--- config.mk ---
export PLATFORM = sky130hd
export DESIGN_NAME = roi_pad_axis_flat
export DESIGN_NICKNAME = d
export VERILOG_FILES = /design/src/rtl/roi_pkg.sv /design/src/rtl/roi_pad_axis_if.sv /design/src/rtl/axis_out_reg.sv /design/src/rtl/roi_pad_axis.sv /design/src/flat_wrapper.sv
export SDC_FILE = /design/constraint.sdc
export NUM_CORES = 1
export LEC_CHECK = 0
export ABC_CLOCK_PERIOD_IN_PS = 2900
export CORE_ASPECT_RATIO = 0.5
export CORE_MARGIN = 2
export CORE_UTILIZATION = 54
export DETAILED_ROUTE_END_ITERATION = 12
export HOLD_SLACK_MARGIN = 0.06
export PLACE_DENSITY_LB_ADDON = 0.25
export SETUP_SLACK_MARGIN = 0.02
export SLEW_MARGIN = 20
export SYNTH_ARGS = -nofsm -noshare
export SYNTH_HDL_FRONTEND = slang
export SYNTH_HIERARCHICAL = 1
export SYNTH_SLANG_ARGS = --single-unit
--- constraint.sdc ---
create_clock -name clk_i -period 2.9 [get_ports clk_i]
set_input_delay 0.58 -clock clk_i [delete_from_list [all_inputs] [get_ports clk_i]]
set_output_delay 0.58 -clock clk_i [all_outputs]
set_load 0.02 [all_outputs]
--- src/rtl/roi_pkg.sv ---
// Shared types and coordinate-field helpers for the ROI pad path.
package roi_pkg;

  typedef enum logic {
    IDLE  = 1'b0,
    FRAME = 1'b1
  } state_t;

  localparam int unsigned X_MSB = 26;
  localparam int unsigned X_LSB = 16;
  localparam int unsigned Y_MSB = 9;
  localparam int unsigned Y_LSB = 0;
  localparam int unsigned XW    = X_MSB - X_LSB + 1;
  localparam int unsigned YW    = Y_MSB - Y_LSB + 1;

  function automatic logic [XW-1:0] get_x(input logic [31:0] w);
    return w[X_MSB:X_LSB];
  endfunction

  function automatic logic [YW-1:0] get_y(input logic [31:0] w);
    return w[Y_MSB:Y_LSB];
  endfunction

endpackage

--- src/rtl/roi_pad_axis_if.sv ---
// AXI-Stream bundle used for both the ROI input and the full-frame output.
interface roi_pad_axis_if #(
  parameter int unsigned BIT_D = 8
);
  logic [BIT_D-1:0] tdata;
  logic             tvalid;
  logic             tready;
  logic             tlast;
  logic             tuser;

  modport master (output tdata, output tvalid, output tlast, output tuser, input tready);
  modport slave  (input tdata, input tvalid, input tlast, output tready);
endinterface

--- src/rtl/axis_out_reg.sv ---
// Single-stage AXI-Stream output register; holds data/last/user while stalled.
module axis_out_reg #(
  parameter int unsigned BIT_D = 8
) (
  input  logic             clk_i,
  input  logic             arst_i,
  input  logic             load_i,
  input  logic [BIT_D-1:0] data_i,
  input  logic             last_i,
  input  logic             user_i,
  output logic             ld_rdy_o,
  roi_pad_axis_if.master   m_axis
);

  assign ld_rdy_o = !m_axis.tvalid || m_axis.tready;

  always_ff @(posedge clk_i) begin
    if (arst_i) begin
      m_axis.tvalid <= 1'b0;
      m_axis.tdata  <= '0;
      m_axis.tlast  <= 1'b0;
      m_axis.tuser  <= 1'b0;
    end else if (load_i) begin
      m_axis.tvalid <= 1'b1;
      m_axis.tdata  <= data_i;
      m_axis.tlast  <= last_i;
      m_axis.tuser  <= user_i;
    end else if (m_axis.tready) begin
      m_axis.tvalid <= 1'b0;
    end
  end

endmodule

--- src/rtl/roi_pad_axis.sv ---
// Rebuilds a full WIDTH x HEIGHT raster from an ROI pixel stream, padding with FILL.
// Define ROI_BORDER_EN to paint the 1-pixel ring around the ROI with BORDER.
module roi_pad_axis
  import roi_pkg::*;
#(
  parameter int unsigned     WIDTH  = 800,
  parameter int unsigned     HEIGHT = 600,
  parameter int unsigned     BIT_D  = 8,
  parameter int unsigned     BIT_C  = 32,
  parameter logic [BIT_D-1:0] FILL  = '0,
  parameter logic [BIT_D-1:0] BORDER = '1
) (
  input  logic             clk_i,
  input  logic             arst_i,
  input  logic             start_i,
  input  logic [BIT_C-1:0] xy_0_i,
  input  logic [BIT_C-1:0] xy_1_i,
  roi_pad_axis_if.slave    s_axis,
  roi_pad_axis_if.master   m_axis,
  output logic             busy_o,
  output logic             err_o
);

  localparam int unsigned CW = $clog2(WIDTH);
  localparam int unsigned RW = $clog2(HEIGHT);

  state_t          state_q, state_nx;
  logic [CW-1:0]   cnt_x;
  logic [RW-1:0]   cnt_y;
  logic [XW-1:0]   xl_q, xr_q, x0, x1, px;
  logic [YW-1:0]   yt_q, yb_q, y0, y1, py;
  logic            tail_q, err_q;
  logic            coords_ok, in_roi, at_br, at_end, ld_rdy, load, s_hs;
  logic [BIT_D-1:0] pad_val, data_in;

  assign x0 = get_x(32'(xy_0_i));
  assign y0 = get_y(32'(xy_0_i));
  assign x1 = get_x(32'(xy_1_i));
  assign y1 = get_y(32'(xy_1_i));
  assign coords_ok = (x0 < XW'(WIDTH)) && (x1 < XW'(WIDTH)) &&
                     (y0 < YW'(HEIGHT)) && (y1 < YW'(HEIGHT));

  assign px     = XW'(cnt_x);
  assign py     = YW'(cnt_y);
  assign in_roi = (px >= xl_q) && (px <= xr_q) && (py >= yt_q) && (py <= yb_q);
  assign at_br  = (px == xr_q) && (py == yb_q);
  assign at_end = (cnt_x == CW'(WIDTH - 1)) && (cnt_y == RW'(HEIGHT - 1));

`ifdef ROI_BORDER_EN
  // One extra bit so xl-1 / yt-1 cannot underflow at the frame edge.
  logic in_ring;
  assign in_ring = ({1'b0, px} + (XW+1)'(1) >= {1'b0, xl_q}) &&
                   ({1'b0, px} <= {1'b0, xr_q} + (XW+1)'(1)) &&
                   ({1'b0, py} + (YW+1)'(1) >= {1'b0, yt_q}) &&
                   ({1'b0, py} <= {1'b0, yb_q} + (YW+1)'(1));
  assign pad_val = in_ring ? BORDER : FILL;
`else
  assign pad_val = FILL;
`endif

  // tail_q blocks a wrapped (0,0) load while the final beat waits for acceptance.
  assign load  = (state_q == FRAME) && !tail_q && ld_rdy && (!in_roi || s_axis.tvalid);
  assign s_axis.tready = (state_q == FRAME) && !tail_q && in_roi && ld_rdy;
  assign s_hs    = s_axis.tvalid && s_axis.tready;
  assign data_in = in_roi ? s_axis.tdata : pad_val;

  always_comb begin
    state_nx = state_q;
    case (state_q)
      IDLE:  if (start_i && coords_ok) state_nx = FRAME;
      FRAME: if (m_axis.tvalid && m_axis.tready && m_axis.tlast) state_nx = IDLE;
      default: state_nx = IDLE;
    endcase
  end

  always_ff @(posedge clk_i) begin
    if (arst_i) begin
      state_q <= IDLE;
      cnt_x   <= '0;
      cnt_y   <= '0;
      xl_q    <= '0;
      xr_q    <= '0;
      yt_q    <= '0;
      yb_q    <= '0;
      tail_q  <= 1'b0;
      err_q   <= 1'b0;
    end else begin
      state_q <= state_nx;
      if (state_q == IDLE && start_i) begin
        if (coords_ok) begin
          xl_q   <= (x0 < x1) ? x0 : x1;
          xr_q   <= (x0 < x1) ? x1 : x0;
          yt_q   <= (y0 < y1) ? y0 : y1;
          yb_q   <= (y0 < y1) ? y1 : y0;
          cnt_x  <= '0;
          cnt_y  <= '0;
          tail_q <= 1'b0;
        end else begin
          err_q <= 1'b1;
        end
      end
      if (load) begin
        if (cnt_x == CW'(WIDTH - 1)) begin
          cnt_x <= '0;
          cnt_y <= (cnt_y == RW'(HEIGHT - 1)) ? '0 : cnt_y + RW'(1);
        end else begin
          cnt_x <= cnt_x + CW'(1);
        end
        if (at_end) tail_q <= 1'b1;
      end
      if (s_hs && (at_br != s_axis.tlast)) err_q <= 1'b1;
    end
  end

  axis_out_reg #(.BIT_D(BIT_D)) u_out (
    .clk_i    (clk_i),
    .arst_i   (arst_i),
    .load_i   (load),
    .data_i   (data_in),
    .last_i   (at_end),
    .user_i   ((cnt_x == '0) && (cnt_y == '0)),
    .ld_rdy_o (ld_rdy),
    .m_axis   (m_axis)
  );

  assign busy_o = (state_q == FRAME);
  assign err_o  = err_q;

endmodule

--- src/flat_wrapper.sv ---
// flat-port wrapper written by rule: the top's interface ports become plain ports
module roi_pad_axis_flat import roi_pkg::*;
#(
  parameter int unsigned     WIDTH  = 800,
  parameter int unsigned     HEIGHT = 600,
  parameter int unsigned     BIT_D  = 8,
  parameter int unsigned     BIT_C  = 32,
  parameter logic [BIT_D-1:0] FILL  = '0,
  parameter logic [BIT_D-1:0] BORDER = '1
)
  (clk_i, arst_i, start_i, xy_0_i, xy_1_i, busy_o, err_o, s_axis_tdata, s_axis_tvalid, s_axis_tlast, s_axis_tready, m_axis_tdata, m_axis_tvalid, m_axis_tlast, m_axis_tuser, m_axis_tready);
  roi_pad_axis_if #(.BIT_D(BIT_D)) s_axis_i ();
  roi_pad_axis_if #(.BIT_D(BIT_D)) m_axis_i ();
  input  logic clk_i;
  input  logic arst_i;
  input  logic start_i;
  input  logic [BIT_C-1:0] xy_0_i;
  input  logic [BIT_C-1:0] xy_1_i;
  output logic busy_o;
  output logic err_o;
  input wire logic [$bits(s_axis_i.tdata)-1:0] s_axis_tdata;
  input wire logic [$bits(s_axis_i.tvalid)-1:0] s_axis_tvalid;
  input wire logic [$bits(s_axis_i.tlast)-1:0] s_axis_tlast;
  output wire logic [$bits(s_axis_i.tready)-1:0] s_axis_tready;
  output wire logic [$bits(m_axis_i.tdata)-1:0] m_axis_tdata;
  output wire logic [$bits(m_axis_i.tvalid)-1:0] m_axis_tvalid;
  output wire logic [$bits(m_axis_i.tlast)-1:0] m_axis_tlast;
  output wire logic [$bits(m_axis_i.tuser)-1:0] m_axis_tuser;
  input wire logic [$bits(m_axis_i.tready)-1:0] m_axis_tready;
  assign s_axis_i.tdata = s_axis_tdata;
  assign s_axis_i.tvalid = s_axis_tvalid;
  assign s_axis_i.tlast = s_axis_tlast;
  assign s_axis_tready = s_axis_i.tready;
  assign m_axis_tdata = m_axis_i.tdata;
  assign m_axis_tvalid = m_axis_i.tvalid;
  assign m_axis_tlast = m_axis_i.tlast;
  assign m_axis_tuser = m_axis_i.tuser;
  assign m_axis_i.tready = m_axis_tready;
  roi_pad_axis #(.WIDTH(WIDTH), .HEIGHT(HEIGHT), .BIT_D(BIT_D), .BIT_C(BIT_C), .FILL(FILL), .BORDER(BORDER)) u_core (.clk_i(clk_i), .arst_i(arst_i), .start_i(start_i), .xy_0_i(xy_0_i), .xy_1_i(xy_1_i), .s_axis(s_axis_i), .m_axis(m_axis_i), .busy_o(busy_o), .err_o(err_o));
endmodule
== Word level (Yosys, flattened, before mapping) ==
Cells that the tools add are included.
Word-level totals
  register bits: 76
  input bits: 78
  output and inout bits: 14
  logic and storage cells: 92
Cells by class
  add/sub/neg operators: 2
  magnitude comparators: 10
  equal/unequal tests: 6
  multiplexer cells: 26
  bitwise operators: 1
  reductions and logical operators: 34
Operators with widths (number)
  $mux 10: 11
  $lt 11x10->1 const B: 2
  $mux 11: 2
  $add 10x1->10 const B: 2
  $eq 10x10->1 const B: 2
  $logic_and 1x1->1: 20
  $logic_not 10->1: 2
  $lt 10x10->1 const B: 2
  $eq 10x11->1: 1
  $ge 10x11->1: 1
  $le 10x11->1: 1
  $lt 11x11->1: 1
  $mux 1: 11
  $eq 10x10->1: 1
  $ge 10x10->1: 1
  $le 10x10->1: 1
  $lt 10x10->1: 1
  $mux 8: 1
  $reduce_bool 2->1: 4
  $reduce_and 2->1: 3
  $logic_not 1->1: 3
  $logic_or 1x1->1: 2
  $ne 2x2->1 const B: 1
  $pmux 1 s2: 1
  other kinds (2): 2

== Logic depth before layout (Yosys ltp) ==
Gate-level depths: netlist of the first run.
  depth after elaboration: 10
  mapped depth: 13
  gate-level depth less buffers: 10

== Cells and area by module ==
The synthesis of the first run kept the hierarchy.
By module, submodules not included
  roi_pad_axis: instances 1, cells each 585, area an instance 4815.9 µm², seq. area each 1301.2 µm²
  axis_out_reg: instances 1, cells each 36, area an instance 389.1 µm², seq. area each 220.2 µm²

== Worst setup path before layout of the first run ==
No wires, ideal clock.
  path type: flip-flop to output port
  from: register u_core.cnt_y[7]
  to: output port s_axis_tready
  data arrival time: 2.113 ns
  data required time: 2.320 ns
  path slack: 0.207 ns
  cell stages (with the launch flop): 9
  path buffers: 1
  path through: dfxtp_1 -> ha_1 -> a211oi_1 -> nor2_1 -> a2111oi_2 -> o221a_1 -> and3_1 -> clkbuf_1 -> and2_1
Between the ends
  word-level cells in the longest chain between the ends: 5
  elaborated cells between the ends (all ways): 6
  those cells by class: order compare (2); reduce/logical (4)
RTL lines
  start, declared: RTL line roi_pad_axis.sv:29  | logic [RW-1:0] cnt_y;
  start signal, assigned: RTL line roi_pad_axis.sv:105  | cnt_y <= (cnt_y == RW'(HEIGHT - 1)) ? '0 : cnt_y + RW'(1);
  $ge 10x10->1: RTL line roi_pad_axis.sv:45  | assign in_roi = (px >= xl_q) && (px <= xr_q) && (py >= yt_q) && (py <= yb_q);
  $logic_and 1x1->1: RTL line roi_pad_axis.sv:45
  $logic_and 1x1->1 *: RTL line roi_pad_axis.sv:45
  $logic_and 1x1->1 * (2 in a row): RTL line roi_pad_axis.sv:63  | assign s_axis.tready = (state_q == FRAME) && !tail_q && in_roi && ld_rdy;
  end, declared: RTL line flat_wrapper.sv:24  | output wire logic [$bits(s_axis_i.tready)-1:0] s_axis_tready;
Every way passes the cells marked *; elsewhere a longest branch is shown, timed or not.

== Final worst setup path of the first run ==
  from: register u_core.cnt_y[0]
  to: output port s_axis_tready
The elaborated chain is that of the path after synthesis.

==> results.ini, run 1 <==
[synth]
syn_area_um2=5205
ys_ff_latch=76
synth_cells=621
post-synth-top-area-cell=dfxtp_1
syn_avg_cell_area_um2=8.382
synthArstFlopShare_pct=0
synth_cell_types=49
synth_common_cells=dfxtp_1 (76), inv_1 (75), nor2_1 (73), ha_1 (63), mux2i_1 (51)
synth_top_area_share_pct=29.23
synth_fp_nets=762
synthFlopType=dfxtp_1
synth_edf_count=0
ys_warn_count=6
synth_seq_area_share_pct=29.23
synth_most_common_cell=dfxtp_1
synth_area_leaders=dfxtp_1 (29%), ha_1 (15%), mux2i_1 (9.8%), a211oi_1 (6.1%), inv_1 (5.4%)

[final_layout]
area_growth_pct=33.63
fillers=672
drive_above_1_share_pct=16.82
fin_nets=880
postLayoutCellArea_um2=6955
antenna_cells=0

[worst_hold_path]
min_path_type=reg2reg

[grt]
grt_max_degree=47
grt_first_pass_wirelength_um=21530
grt_overflow=0
grt_usage_pct=26.05
grt_pass1_vias=4416
grt_antenna_before_repair=0

[power]
leakage_nw=2.855
power_mw=2.786
power_per_cell_area_nw_per_um2=400.6
ir_drop_v=0.0002864

[timing]
fin_worst_skew_ns=0.006057
drv_slew=0
max_freq_mhz=334.7
min_period_ns=2.988
rsz0062_at_grt=true
fin_ws_ns=-0.08806
post-route-period-util_pct=103.0
relSlewSlack_pct=58.68
hold_viol=0
worst_pin_slew_ns=0.6198
finalSetupViolations=1

[critical_path]
reg2reg_to=u_core/cnt_y[8]
cp_data_required_time_ns=2.32
cp.arrival_ns=2.41
startpoint=u_core/cnt_y[0]
endpoint=s_axis_tready
critPathLaunchType=flop
regToRegSetupSlack_ns=0.03
worst-path-max-fanout=3
crit_type=reg2out
r2r_start=u_core/cnt_y[0]
rr_worst_depth=13
endpoint_kind=primary output

[cts]
clkLatencyLatePin_ns=0.34
cts_root_buf=clkbuf_16
cts_tree=yes
cts.sinks=76
cts_htree_levels=3
cts_hold_buf=0
cts_max_path_buffers=2
cts_buffers=9
path_clk_slew_ns=0.05

[place]
placed_cell_area_um2=6371
portBuffers=69
dp_hpwl_um=9971
place_congestion=0.8663

[detailed_routing]
drt_wl_total_um=14020
firstDrtPassIters=5
via_per_inst=5.753
drc=0
via_count=5051
wire_per_inst_um=15.96
drt-initial-drc-count=356
antenna_left=0

[status]
failed_checks=setup timing
status=finished, violations left

[floorplanning]
start_util_pct=55.28
ios=92
die_w_um=142.8
num_rows=25
die_area_um2=10490
core_um2=9415
dieHeight_um=73.42

[flow_run]
drv_cap=0

-- area by class of cell --
type                            count  area, µm²  area share (%)
Sequential cell                    76       1529           21.98
Timing Repair Buffer              139       1265           18.19
Multi-Input combinational cell    438       3418           49.15
Tap cell                          135      168.9           2.428
Clock inverter                      4      50.05          0.7196
Inverter                           75      281.5           4.047
Clock buffer                       11      242.7           3.490
-- registers in the layout (all words and copies together), names as in the netlist --
name and flops:
u_core/yt_q 10, u_core/u_out/m_axis.tlast 1, u_core/u_out/m_axis.tuser 1, u_core/xl_q 11
u_core/busy_o 1, u_core/tail_q 1, u_core/cnt_y 10, u_core/u_out/m_axis.tvalid 1
u_core/err_o 1, u_core/u_out/m_axis.tdata 8, u_core/xr_q 11, u_core/yb_q 10
u_core/cnt_x 10
-- through the flow --
step / TNS (ns) / hold slack, ns / setup WS, ns / utilization [%] / cells
6_report: -0.08806 / 0.4888 / -0.08806 / 73.87 / 878
4_1_cts: -0.08420 / 0.4597 / -0.05843 / 71.24 / 869
5_1_grt: -0.1183 / 0.5131 / -0.1120 / 73.87 / 878
2_1_floorplan: 0 / 0.4237 / 0.2067 / - / 621
3_5_place_dp: -6.932 / 0.4518 / -0.3367 / 67.67 / 852
3_3_place_gp: -3.820 / 0.4357 / -0.2365 / 67.67 / 852
-- cells by family after synthesis --
| group | count (synthesis) | synth area share (%) |
|---|---|---|
| AO/OA/AOI/OAI | 143 | 19.69 |
| XOR/XNOR | 3 | 0.5049 |
| adder cells (fa/ha/maj) | 63 | 15.14 |
| buffers and inverters | 107 | 8.317 |
| flip-flops | 76 | 29.23 |
| multiplexers | 51 | 9.808 |
| AND/OR/NAND/NOR | 178 | 17.31 |
-- timing repair --
item	CTS	global route
pin swaps	4	13
setup buffers	2	8
gates resized for setup	14	37
cloned	0	1
endpoints found under the setup margin	12	34
-- worst max-delay path, stage by stage, from the launching register on --
cell and delay [ns]:
dfxtp_1 0.35, inv_1 0.11, ha_1 0.33, nand2b_1 0.20, a21oi_2 0.20, o2111ai_2 0.15
a31o_2 0.28, and3_4 0.19, and2_4 0.15, buf_6 0.12
-- report_power, final --
part	leakage, nW	internal [mW]	switching [mW]
combinational	2.10	0.309	0.297
clock	0.138	0.683	0.428
sequential	0.616	1.06	0.00969
-- worst min-delay path by stage --
| stage | end | from | cells after the start | slack [ns] |
|---|---|---|---|---|
| global route | u_core/xl_q[10] | u_core/xl_q[10] | 2 | 0.51 |
| finish | u_core/u_out/m_axis.tdata[2] | u_core/u_out/m_axis.tdata[2] | 2 | 0.49 |
| global placement | u_core/xl_q[10] | u_core/xl_q[10] | 2 | 0.44 |
| detailed placement | u_core/xl_q[10] | u_core/xl_q[10] | 2 | 0.45 |
| CTS | u_core/xl_q[10] | u_core/xl_q[10] | 2 | 0.46 |
| floorplan | u_core/xl_q[10] | u_core/xl_q[10] | 2 | 0.42 |
-- cells in the final DEF, fill, tap and decap left out, types with 3 or more instances in the layout --
cell type and count:
a21oi_1 23, or3_1 4, and2_1 12, dfxtp_1 72
clkdlybuf4s50_1 67, a211oi_1 40, buf_4 63, o2111ai_1 9
ha_1 58, clkbuf_16 9, a21o_1 8, mux2i_1 49
a211o_1 3, buf_12 3, inv_1 74, xnor2_1 3
buf_6 5, a31oi_1 6, and3_1 4, nor3_1 5
nor2_1 72, a21oi_2 4, nand3b_1 3, o211ai_1 12
nand2b_1 5, nand4_1 12, o21ai_0 14, nand2_1 17
nand4b_1 5, nand3_1 17, o21ai_1 5, ha_4 5
dfxtp_2 3, nor4_1 4
-- routing by layer --
metal  GRT usage (%)  wire [µm]
met3           5.215       1096
met1           38.16       6737
met2           38.41       5891
met4           8.361        291
met5               0          0
(Power assumes the default switching activity.)
==> run 2: changes to the inputs <==
PLACE_DENSITY = 0.78   (was unset)
PLACE_DENSITY_LB_ADDON = unset   (was 0.25)
TNS_END_PERCENT = 5   (was unset)
==> results.ini, run 2 (synthesis gave the netlist of run 1 again) <==
[floorplanning]
die_area_um2=10490
start_util_pct=55.28
num_rows=25
ios=92
dieHeight_um=73.42
die_w_um=142.8
core_um2=9415

[cts]
cts_hold_buf=0
path_clk_slew_ns=0.06
cts_htree_levels=3
clkLatencyLatePin_ns=0.35
cts_max_path_buffers=2
cts_buffers=9
cts_root_buf=clkbuf_16
cts_tree=yes
cts.sinks=76

[worst_hold_path]
min_path_type=reg2reg
hold_depth=2

[flow_run]
drv_cap=0

[timing]
drv_slew=0
post-route-period-util_pct=100.6
relSlewSlack_pct=51.49
fin_ws_ns=-0.01658
holdWs_ns=0.4501
max_freq_mhz=342.9
hold_viol=0
fin_worst_skew_ns=0.009709
finalSetupViolations=1
min_period_ns=2.917
rsz0062_at_grt=true
worst_pin_slew_ns=0.7276

[final_layout]
postLayoutCellArea_um2=6804
final_cell_mix=inv_1 (75), nor2_1 (72), dfxtp_1 (71), clkdlybuf4s50_1 (67), ha_1 (59)
fin_util_pct=72.27
area_growth_pct=30.72
mostFrequentLayoutCell=inv_1
top_regs=u_core/xl_q x11, u_core/xr_q x11
fin_nets=868
antenna_cells=0
drive_above_1_share_pct=14.75

[place]
place_worst_setup_slack_ns=-0.2600
portBuffers=69
placed_cell_area_um2=6369
dp_hpwl_um=10040
place_congestion=0.8769

[grt]
grt_usage_pct=26.16
grt_antenna_before_repair=0
grt_first_pass_wirelength_um=21490
grt_max_degree=70
grt_overflow=0
grt_pass1_vias=4497

[critical_path]
critPathLaunchType=flop
crit_type=reg2out
regToRegSetupSlack_ns=0.16
cp_data_required_time_ns=2.32
endpoint_kind=primary output
rr_worst_depth=12
cp.arrival_ns=2.34
worst-path-max-fanout=6

[status]
status=finished, violations left
failed_checks=setup timing

[power]
p_switching_uw=735.7
clkPwrFrac_pct=41.0
combinationalPowerShare_pct=20.2
p_int_mw=2.022
ir_drop_v=0.0002830
swShare_pct=26.68
leakage_nw=2.786
power_per_cell_area_nw_per_um2=405.3
power_frac_seq_pct=38.8

[detailed_routing]
drt-initial-drc-count=457
via_count=4915
drt_wl_total_um=13290
via_per_inst=5.669
firstDrtPassIters=5
wire_per_inst_um=15.33
drc=0
antenna_left=0

## run 2: final cells by class
class | count | area (µm²)
Clock inverter | 6 | 63.81
Fill cell | 719 | 2611
Clock buffer | 10 | 239.0
Timing Repair Buffer | 127 | 1151
Multi-Input combinational cell | 438 | 3372
Inverter | 75 | 281.5
Sequential cell | 76 | 1528
Tap cell | 135 | 168.9
## run 2: worst paths after layout
check | startpoint | endpoint
worst max-delay path | u_core/cnt_y[3] | s_axis_tready
worst min-delay path | u_core/xl_q[10] | u_core/xl_q[10]
worst max register to register | u_core/yb_q[7] | u_core/cnt_y[1]
worst min register to register | u_core/xl_q[10] | u_core/xl_q[10]
## run 2: power groups by stage
stage	Combinational, mW	Clock [mW]	Sequential (mW)
after floorplan	0.316	0	1.09
after global placement	0.521	0	1.09
after detailed placement	0.532	0	1.09
after CTS	0.540	1.15	1.07
after global routing	0.607	1.19	1.07
final	0.556	1.13	1.07
## run 2: critical path: stages, from the launching register on
cell and delay (ns):
dfxtp_2 0.33, buf_6 0.13, ha_4 0.23, a211o_1 0.29, o211ai_1 0.11, o2111ai_2 0.16, a31o_2 0.28, and3_4 0.18
and2_4 0.15, buf_6 0.12
## run 2: metrics by stage
| step | instances | setup TNS [ns] | power, mW |
|---|---|---|---|
| 3_3_place_gp | 850 | -2.661 | 1.612 |
| 5_1_grt | 867 | -0.1009 | 2.871 |
| 2_1_floorplan | 621 | 0 | 1.410 |
| 6_report | 867 | -0.01658 | 2.758 |
| 3_5_place_dp | 850 | -4.585 | 1.624 |
| 4_1_cts | 866 | -0.1306 | 2.761 |
## run 2: per-layer routing
layer	up-vias	global-route usage, %	part of all wire (%)
met5	-	0	0
met4	0	7.591	1.7
met3	21	6.389	6.7
met2	177	39.53	41
met1	2265	37.23	50
li1	2452	-	-
## run 2: repair_timing
| action | CTS | global route |
|---|---|---|
| setup endpoints to repair | 12 | 21 |
| gates resized for setup | 6 | 25 |
| pin swaps | 2 | 9 |
| buffers inserted | 0 | 1 |
